File: config.mk
export PLATFORM = sky130hd
export DESIGN_NAME = bitty_fetch
export DESIGN_NICKNAME = d
export VERILOG_FILES = /design/src/rtl/bitty_fetch.sv
export SDC_FILE = /design/constraint.sdc
export NUM_CORES = 1
export LEC_CHECK = 0
export BUFFER_PORTS_ARGS = -buffer_cell sky130_fd_sc_hd__buf_2
export CORE_MARGIN = 2
export CORE_UTILIZATION = 53
export CTS_BUF_LIST = sky130_fd_sc_hd__clkbuf_16
export DETAILED_ROUTE_END_ITERATION = 7
export PLACE_DENSITY_LB_ADDON = 0.1
export SLEW_MARGIN = 25
export SYNTH_ARGS = -nofsm -noshare
export SYNTH_HDL_FRONTEND = slang
export SYNTH_SLANG_ARGS = --single-unit
File: constraint.sdc
create_clock -name clk -period 3.1 [get_ports clk]
set_input_delay 0.775 -clock clk [delete_from_list [all_inputs] [get_ports clk]]
set_output_delay 0.775 -clock clk [all_outputs]
set_load 0.05 [all_outputs]
File: src/rtl/bitty_fetch.sv
// Instruction fetch/sequencer feeding the Bitty datapath.
// Fetches 16-bit words over a req/valid handshake, pulses run, waits for done,
// then advances the PC. Stops on HALT_OPCODE or at an instruction boundary on stop.
// Optional build macro FETCH_TIMEOUT_EN adds a WAIT_MEM/EXEC watchdog that traps to ERROR.
module bitty_fetch #(
  parameter int unsigned ADDR_W      = 8,
  parameter logic [15:0] HALT_OPCODE = 16'hFFFF,
  parameter int unsigned TIMEOUT     = 64
) (
  input  logic              clk,
  input  logic              reset,
  input  logic              start,
  input  logic [ADDR_W-1:0] start_pc,
  input  logic              stop,
  output logic              mem_req,
  output logic [ADDR_W-1:0] mem_addr,
  input  logic [15:0]       mem_rdata,
  input  logic              mem_valid,
  output logic [15:0]       instr,
  output logic              run,
  input  logic              done,
  output logic [ADDR_W-1:0] pc,
  output logic              busy,
  output logic              halted,
  output logic [15:0]       retired,
  output logic              err
);

  typedef enum logic [2:0] {
    StIdle, StReq, StWaitMem, StIssue, StExec, StHalt, StError
  } state_e;

  state_e            state_q, state_d;
  logic [ADDR_W-1:0] pc_q, pc_d;
  logic [15:0]       instr_q, instr_d;
  logic [15:0]       retired_q, retired_d;
  logic              stop_pend_q, stop_pend_d;
  logic              wait_timeout;

`ifdef FETCH_TIMEOUT_EN
  localparam int unsigned CntW = $clog2(TIMEOUT + 1);
  logic [CntW-1:0] cnt_q, cnt_d;

  // Watchdog counter: zero on entry to a waiting state, counts while we stay there.
  always_comb begin
    cnt_d = '0;
    if ((state_d == state_q) && ((state_q == StWaitMem) || (state_q == StExec))) begin
      cnt_d = cnt_q + 1'b1;
    end
  end

  // Watchdog counter register.
  always_ff @(posedge clk) begin
    if (!reset) begin
      cnt_q <= '0;
    end else begin
      cnt_q <= cnt_d;
    end
  end

  // Fires on the TIMEOUT-th waiting cycle so ERROR is entered exactly TIMEOUT cycles in.
  assign wait_timeout = (cnt_q == CntW'(TIMEOUT - 1));
  assign err          = (state_q == StError);
`else
  logic unused_timeout;
  assign unused_timeout = ^TIMEOUT;
  assign wait_timeout   = 1'b0;
  assign err            = 1'b0;
`endif

  // Next-state and datapath updates.
  always_comb begin
    state_d     = state_q;
    pc_d        = pc_q;
    instr_d     = instr_q;
    retired_d   = retired_q;
    stop_pend_d = stop_pend_q;
    if (busy && stop) begin
      stop_pend_d = 1'b1;
    end
    unique case (state_q)
      StIdle, StHalt, StError: begin
        // start beats a same-cycle stop; stop is ignored here anyway
        if (start) begin
          state_d     = StReq;
          pc_d        = start_pc;
          stop_pend_d = 1'b0;
        end
      end
      StReq: state_d = StWaitMem;
      StWaitMem: begin
        if (mem_valid) begin
          instr_d = mem_rdata;
          state_d = (mem_rdata == HALT_OPCODE) ? StHalt : StIssue;
        end else if (wait_timeout) begin
          state_d = StError;
        end
      end
      StIssue: state_d = StExec;
      StExec: begin
        if (done) begin
          pc_d      = pc_q + 1'b1;
          retired_d = retired_q + 16'd1;
          // a stop arriving with done still counts for this boundary
          if (stop_pend_q || stop) begin
            state_d     = StIdle;
            stop_pend_d = 1'b0;
          end else begin
            state_d = StReq;
          end
        end else if (wait_timeout) begin
          state_d = StError;
        end
      end
      default: state_d = StIdle;
    endcase
  end

  // State and datapath registers with synchronous active-low reset.
  always_ff @(posedge clk) begin
    if (!reset) begin
      state_q     <= StIdle;
      pc_q        <= '0;
      instr_q     <= '0;
      retired_q   <= '0;
      stop_pend_q <= 1'b0;
    end else begin
      state_q     <= state_d;
      pc_q        <= pc_d;
      instr_q     <= instr_d;
      retired_q   <= retired_d;
      stop_pend_q <= stop_pend_d;
    end
  end

  assign mem_req  = (state_q == StReq);
  assign mem_addr = pc_q;
  assign run      = (state_q == StIssue);
  assign busy     = (state_q == StReq) || (state_q == StWaitMem) ||
                    (state_q == StIssue) || (state_q == StExec);
  assign halted   = (state_q == StHalt);
  assign pc       = pc_q;
  assign instr    = instr_q;
  assign retired  = retired_q;

endmodule

**Word level (Yosys, flattened, before mapping)**

Index checks and enable logic that the tools add are counted.

- Register bits: 44

- $add $sub $neg: 2
- Eq/ne operators: 10
- Muxes and demuxes: 14
- Reduce and logical (&&, ||, !) cells: 12

Operators with widths:

| cell | count |
|---|---|
| adder 16 x 1 -> 16 bit, second input constant | 1 |
| == test 16 bit, second input constant | 1 |
| 2-to-1 mux 8 bit | 2 |
| one-hot mux 8 bit (2 select lines) | 1 |
| one-hot mux 3 bit (5 select lines) | 1 |
| 2-to-1 mux 3 bit | 4 |
| == test 3 bit, second input constant | 3 |
| adder 8 x 1 -> 8 bit, second input constant | 1 |
| == test 3 x 2 -> 1 bit, second input constant | 2 |
| inequality test 2 bit, second input constant | 3 |
| AND reduction 3 bit | 2 |
| 2-to-1 mux 1 bit | 5 |
| logical OR 1 bit | 4 |
| AND reduction 2 bit | 2 |
| == test 3 x 1 -> 1 bit, second input constant | 1 |
| logical NOT 3 bit | 1 |
| OR reduction 3 bit | 1 |
| one-hot mux 1 bit (2 select lines) | 1 |
| nonzero test 2 bit | 1 |
| logical AND 1 bit | 1 |

**Longest topological paths before layout**

Gate-level depths: netlist (run 1).

- Depth in word-level cells: 9
- Depth in mapped cells: 6
- Mapped depth without buffers: 5

**Least setup slack after synthesis (run 1)**

Ideal clock, no wire load.

- Path kind: register -> output
- From: register state_q[1]
- To: output port mem_req
- Arrival time: 1.615 ns
- Data required time: 2.325 ns
- Setup slack: 0.710 ns
- Cell stages (with the launch flop): 3
- Path buffers: 1
- Cells stage by stage: dfxtp_1 buf_2 nor3_1

- Word-level cells in the longest chain between the ends: 1

RTL lines:

| item | RTL line | RTL |
|---|---|---|
| from (decl) | 33 | `state_e state_q, state_d;` |
| from (signal assigned) | 122 | `state_q <= StIdle;` |
| from (signal assigned) | 128 | `state_q <= state_d;` |
| == test 3 x 1 -> 1 bit | 136 | `assign mem_req = (state_q == StReq);` |
| to (decl) | 15 | `output logic mem_req,` |

No other way between the ends.

**Worst setup path after layout (run 1)**

- From: register state_q[2]
- To: output port halted

- Word-level cells in the longest chain between the ends: 1

RTL lines:

| item | RTL line | RTL |
|---|---|---|
| == test 3 bit | 141 | `assign halted = (state_q == StHalt);` |
| to (decl) | 24 | `output logic halted,` |

No other way between the ends.

==> impl_results.md, run 1 <==
- Reg-to-reg startpoint: state_q[2]$_SDFFE_PN0P_
- Routed Antenna Nets: 0
- CP max FO: 15
- Most common cell after layout, fill and taps aside: buf_2
- Via count: 2,098
- Async set-reset flop share out of synthesis: 0%
- Total clock sinks: 44
- Critical path type: register to primary output
- Min-Delay Path Depth: 2
- FILL cells: 368
- Setup Buffers After CTS: 0
- Synth area leaders: dfxtp_1, nand2_1, a21oi_1, o21ai_0, nand3_1
- CP delay by family, top: flip-flops
- Final instance area: 0.00270 mm^2
- Clock transition at path regs: about 0.06 ns
- Mapped Cells: 277
- Util after Layout: 67.6%
- Register area: 881 um^2
- RSZ-0062 raised after global routing: false
- Critical Path AT: 1.68 ns
- CORE AREA: 0.00400 mm^2
- Die W: roughly 68 um
- Clock Skew: 0.00213 ns
- Status: finished, final reports clean
- Slowest cell on crit path: dfxtp_1
- Worst path cell trace: nor2b_1 -> and2_1 -> buf_2
- Wire per inst: 12.3 um
- # DRC: 0
- DIE HEIGHT: 68.4 um
- #FFs+latches synth: 44
- Relative slew slack: 59.1%
- Layout cells sized above 1: 27.8%
- DR iter-0 viols: 75
- H-tree depth: 2
- Row cnt: 23
- Leakage power: approximately 1.2 nW
- Avg Cell Area, Syn: 7.95 um^2
- Pin count of the biggest net entering global routing: 26
- Fin crit share: 79.1%
- Number of synthesized flops with an enable pin: 0
- Synth Flop Type: dfxtp_1
- Hold Path Class: register to register
- Syn_nets: 309
- Max-cap violations: 0
- Vias per cell: 5.31
- R2R depth: 4
- Slew @ Worst Pin: between 0.6 and 0.7 ns
- Post-DP HPWL: 3.46 mm
- Post-CTS resize count: 0
- First-pass GRT wire length: 7.69 mm
- Pwr per Cell Area: 567 mW/mm^2
- Initial DRT Pass Iterations: 4
- Port bufs: about 80
- Most frequent cells in the layout: buf_2, nand2_1, dfxtp_1
- Final setup vio count: 0
- PnR worst setup slack: 0.647 ns
- Die area: 0.00468 mm^2
- Reg2reg end: mem_addr[6]$_SDFFE_PN0P_
- Final max-slew violation count: 0
- CTS max path bufs: 2
- Min-delay src: instr[3]$_SDFFE_PN0P_
- Worst path bufs/invs: 1
- Reg2Reg Setup Slack: about 1.2 ns
- Required @ worst endpoint: 2.32 ns
- Fmax: 408 MHz
- Final nets: 376
- GRT Util Overall: 21.7%
- Placed cell area: between 0.002 and 0.003 mm^2
- I/O Pins: between 80 and 90
- Area of the multi-input gates: 0.00116 mm^2
- Vias in the first global route: 1,709
- Total congestion overflow: 0
- Final WL: 4.86 mm
- Clk Latency, worst-skew pair: 0.28 ns
- Mapped Area: ~0.0022 mm^2
- Crit-path max cell delay: roughly 0.63 ns
- Layout area overhead: 22.8%
- Synth top area share: 40.0%
- N_diodes: 0
- Yosys cell types: 44
- CTS Hold Bufs: 0
- Crit path time final: around 2.5 ns
- Synth Warn #: 0
- Initial Util: a little under three fifths
- CTS tree: done
- Cts bufs inserted: 5
- Leading area contributor after synthesis: dfxtp_1
- Clock root cell: clkbuf_16
- Initial antenna violation count: 0
- Hold Crit Endpoint: instr[3]$_SDFFE_PN0P_
- Final Wtd Congestion: 0.739
- Crit end category: primary output
- Worst vdd ir: 0.336 mV
- Sequential cell area fraction in the yosys report: 40.0%
- DP Worst Slack: about 0.97 ns
- Setup TNS: 0 ns
- Hold Vio Cnt, Final: 0
- Setup crit start kind: register
-- stage by stage --
stage          total power, W  instances  hold WS [ns]
2_1_floorplan        0.000903        277         0.480
3_3_place_gp         0.000958        387         0.439
3_5_place_dp         0.000961        387         0.444
4_1_cts               0.00154        395         0.452
5_1_grt               0.00160        395         0.473
6_report              0.00153        395         0.451
-- flip-flops by register name (all words and copies together) (netlist names) --
register     cells
mem_addr         8
stop_pend_q      1
instr           16
retired         16
state_q          3
-- report_power, final --
| group | internal (W) | total [W] | switching, W |
|---|---|---|---|
| Sequential | 0.000593 | 0.000630 | 0.0000366 |
| Clock | 0.000375 | 0.000584 | 0.000208 |
| Combinational | 0.0000880 | 0.000319 | 0.000231 |
-- worst max path at each step --
stage	startpoint	to	slack [ns]	cells past startpoint
global placement	state_q[2]$_SDFFE_PN0P_	halted	1.02	3
detailed placement	state_q[2]$_SDFFE_PN0P_	halted	0.97	3
CTS	state_q[2]$_SDFFE_PN0P_	halted	0.67	3
global route	state_q[2]$_SDFFE_PN0P_	halted	0.57	3
floorplan	state_q[1]$_SDFFE_PN0P_	mem_req	0.71	2
finish	state_q[2]$_SDFFE_PN0P_	halted	0.65	3
-- cells by family after synthesis --
logic type / Yosys count / synth area share [%]
DFF: 44 / 40.0
buffers and inverters: 27 / 7.45
xor gates and xnor gates: 10 / 3.98
adders and majority gates: 2 / 1.14
muxes: 4 / 1.88
other: 1 / 0.170
AOI/OAI and AO/OA: 63 / 16.4
and+or+nand+nor: 126 / 28.9
-- cell type report --
cell class,instances,share of cell area [%]
multi-input cells,206,42.8
well taps,50,2.31
repair buffers,84,15.8
clock inverters,3,1.44
inverters,3,0.417
flip-flops and latches,44,32.6
clock buffers,5,4.63
-- tightest hold or removal path, delay by kind of cell (launching register included) --
kind | cells | cell delay (ns)
AOI/OAI and AO/OA | 1 | 0.05
DFF | 1 | 0.30
and+or+nand+nor | 1 | 0.05
-- Yosys cell counts (2+ instances only) --
cell	instances
o21ai_0	16
inv_1	2
buf_6	3
and2_1	4
o41ai_1	2
clkbuf_1	7
a211oi_1	4
a21oi_1	31
a31oi_1	2
or3_1	6
nor3_1	5
nand4b_1	2
nor2_1	18
buf_4	9
xnor2_1	4
nand4_1	8
nand3_1	14
dfxtp_1	44
nor2b_1	3
nor3b_1	2
a311oi_1	2
ha_1	2
nand2_1	50
mux2i_1	3
xor2_1	6
and4_1	2
buf_2	5
and3_1	5
-- per-layer routing --
metal / vias to the layer above / wire length, um / track usage [%]
met5: - / 0 / 0
met4: 0 / 63 / 6.75
met3: 6 / 356 / 6.91
met2: 65 / 2190 / 34.0
met1: 927 / 2260 / 28.3
li1: 1100 / - / -
(Power assumes the default switching activity.)
==> inputs of run 2 (changes only) <==
Settings changed: ABC_AREA from default to 1, CORE_UTILIZATION 53 to 50.
Clock period 3.1 ns to 2.5 ns, I/O delays scaled along.
==> impl_results.md, run 2 <==
- Status: finished, final reports clean
- Crit end category: primary output
- Most common cell after layout, fill and taps aside: nand2_1
- Synth area leaders: dfxtp_1, nand2_1, nor2_1, o21ai_0, inv_1
- Vias per cell: between 4 and 5
- Setup TNS: 0 ns
- Initial DRT Pass Iterations: 4
- Fmax: 474 MHz
- Final max-slew violation count: 0
- Number of synthesized flops with an enable pin: 0
- Die W: 73.5 um
- Clock Skew: approximately 0.0033 ns
- Slowest cell on crit path: dfxtp_1
- Placed cell area: roughly 0.0028 mm^2
- Synth Flop Type: dfxtp_1
- Post-DP HPWL: roughly 3.8 mm
- Reg-to-reg startpoint: state_q[2]$_SDFFE_PN0P_
- H-tree depth: 2
- Synth Warn #: 0
- Worst Setup SP: state_q[2]$_SDFFE_PN0P_
- Max-cap violations: 0
- Stages on the worst setup path: 3
- Cts bufs inserted: 5
- Wire per inst: 10.5 um
- Pin count of the biggest net entering global routing: 33
- Count leader, synth: nand2_1
- Critical path type: register to primary output
- Vias in the first global route: about 2.0k
- Setup crit start kind: register
- Total power: 0.00312 W
- Mapped Area: about 0.0024 mm^2
- Pwr per Cell Area: approximately 1100 mW/mm^2
- Final instance area: 0.00294 mm^2
- CTS tree: done
- Layout area overhead: 21.8%
- CORE AREA: ~0.0047 mm^2
- CTS max path bufs: 2
- Reg2reg end: mem_addr[6]$_SDFFE_PN0P_
- Yosys cell types: 33
- Total congestion overflow: 0
- Post-CTS resize count: 0
- CTS Hold Bufs: 0
- Port bufs: 81
- CP max FO: 12
- Die area: ~0.0054 mm^2
- Leading area contributor after synthesis: dfxtp_1
- Final nets: 473
- Layout cells sized above 1: 25.3%
- N_diodes: 0
- RSZ-0062 raised after global routing: false
- Most frequent cells in the layout: nand2_1, buf_2, nor2_1
- GRT Util Overall: 20.2%
- Routed Antenna Nets: 0
- Worst path cell trace: nand2_2 -> nand2_1 -> buf_2
- Total clock sinks: 44
- Sequential cell area fraction in the yosys report: ~36%
- R2R depth: 8
- CP delay by family, top: flip-flops
- Reg2Reg Setup Slack: just over 0.9 ns
- Critical Path End: busy
- Worst path bufs/invs: 1
- DR iter-0 viols: between 100 and 150
- FILL cells: 448
- Required @ worst endpoint: between 1.5 and 2 ns
- Leakage power: 1.47 nW
- Register area: 881 um^2
- Crit-path max cell delay: 0.56 ns
- Most instantiated cells after synthesis: nand2_1, nor2_1, dfxtp_1
- First-pass GRT wire length: 8.54 mm
- DIE HEIGHT: 73.5 um
- Initial Util: 51.5%
- Final Wtd Congestion: roughly 0.84
- Initial antenna violation count: 0
- Crit path time final: 2.11 ns
- Clock transition at path regs: 0.06 ns
- Row cnt: 25
- Mapped Cells: 369
- # DRC: 0
- Setup Buffers After CTS: 0
- Final WL: between 5 and 6 mm
- Worst vdd ir: 0.566 mV
- Hold Path Class: register to register
- Syn_nets: 401
- Final setup vio count: 0
- I/O Pins: 83
- Hold Vio Cnt, Final: 0
- Fin crit share: about 84%
- Via count: between 2k and 2.5k
- Async set-reset flop share out of synthesis: 0%
- Clock root cell: clkbuf_16
- Clk Latency, worst-skew pair: between 0.2 and 0.3 ns
- Area of the multi-input gates: 0.00126 mm^2
- Avg Cell Area, Syn: 6.55 um^2
- Critical Path AT: 1.49 ns
- Synth top area share: 36.4%
- #FFs+latches synth: 44
[run 2: cell count changes after synthesis, sizes merged, moves of 5 or more]
| cell | previous run | this run |
|---|---|---|
| xor2 | 6 | 1 |
| nor2 | 18 | 80 |
| or3 | 6 | 0 |
| a21oi | 31 | 21 |
| nand2 | 50 | 95 |
| nand3 | 14 | 21 |
| o21ai | 16 | 32 |
| inv | 2 | 39 |
| and3 | 5 | 0 |
[run 2: final cells by class]
| cell class | count | share of cell area [%] |
|---|---|---|
| tap | 54 | 2.29 |
| inverter | 40 | 5.35 |
| timing repair buffer | 82 | 14.0 |
| clock inverter | 3 | 1.44 |
| sequential | 44 | 29.9 |
| clock buffer | 5 | 4.25 |
| multi-input combinational | 268 | 42.7 |
[run 2: per-stage QoR]
step | instances | setup WS, ns | utilization, % | hold WS [ns]
2_1_floorplan | 369 | 0.650 | - | 0.489
3_3_place_gp | 488 | 0.693 | 59.2 | 0.475
3_5_place_dp | 488 | 0.685 | 59.2 | 0.482
4_1_cts | 496 | 0.372 | 62.7 | 0.490
5_1_grt | 496 | 0.285 | 62.7 | 0.525
6_report | 496 | 0.390 | 62.7 | 0.489
[run 2: worst min-delay path by stage]
stage                                  startpoint                      end  cells after the start
after global routing      retired[7]$_SDFFE_PN0P_  retired[7]$_SDFFE_PN0P_                      2
final                     retired[7]$_SDFFE_PN0P_  retired[7]$_SDFFE_PN0P_                      2
after CTS                 retired[7]$_SDFFE_PN0P_  retired[7]$_SDFFE_PN0P_                      2
after floorplan            stop_pend_q$_SDFF_PN0_   stop_pend_q$_SDFF_PN0_                      2
after global placement    retired[7]$_SDFFE_PN0P_  retired[7]$_SDFFE_PN0P_                      2
after detailed placement  retired[7]$_SDFFE_PN0P_  retired[7]$_SDFFE_PN0P_                      2
[run 2: metal layers]
metal	GRT usage, %	up-vias	part of all wire (%)
met5	0	-	0
met4	9.29	0	1.8
met3	4.53	8	6.0
met2	32.3	69	45
met1	25.6	1054	47
li1	-	1300	-
[run 2: report_power, final]
part	internal [W]	switching (W)
Combinational	0.000333	0.00109
Clock	0.000469	0.000271
Sequential	0.000829	0.000131
Total	0.00163	0.00149
[run 2: cells by family (layout without fill, tap and decap cells)]
family / after synthesis / count (layout) / share of synthesized area (%)
compound gates: 55 / 55 / 11.7
other cells: 1 / 1 / 0.155
flops: 44 / 44 / 36.4
buf+inv: 57 / 130 / 11.5
xor+xnor: 1 / 1 / 0.362
fa+ha+maj: 2 / 2 / 1.04
simple gates: 209 / 209 / 38.8
[run 2: worst reg2reg max path: cells and delay by family (launching register included)]
kind	cells	cell delay (ns)
buffers and inverters	2	0.25
and+or+nand+nor	5	0.56
AOI/OAI and AO/OA	1	0.11
DFF	1	0.56
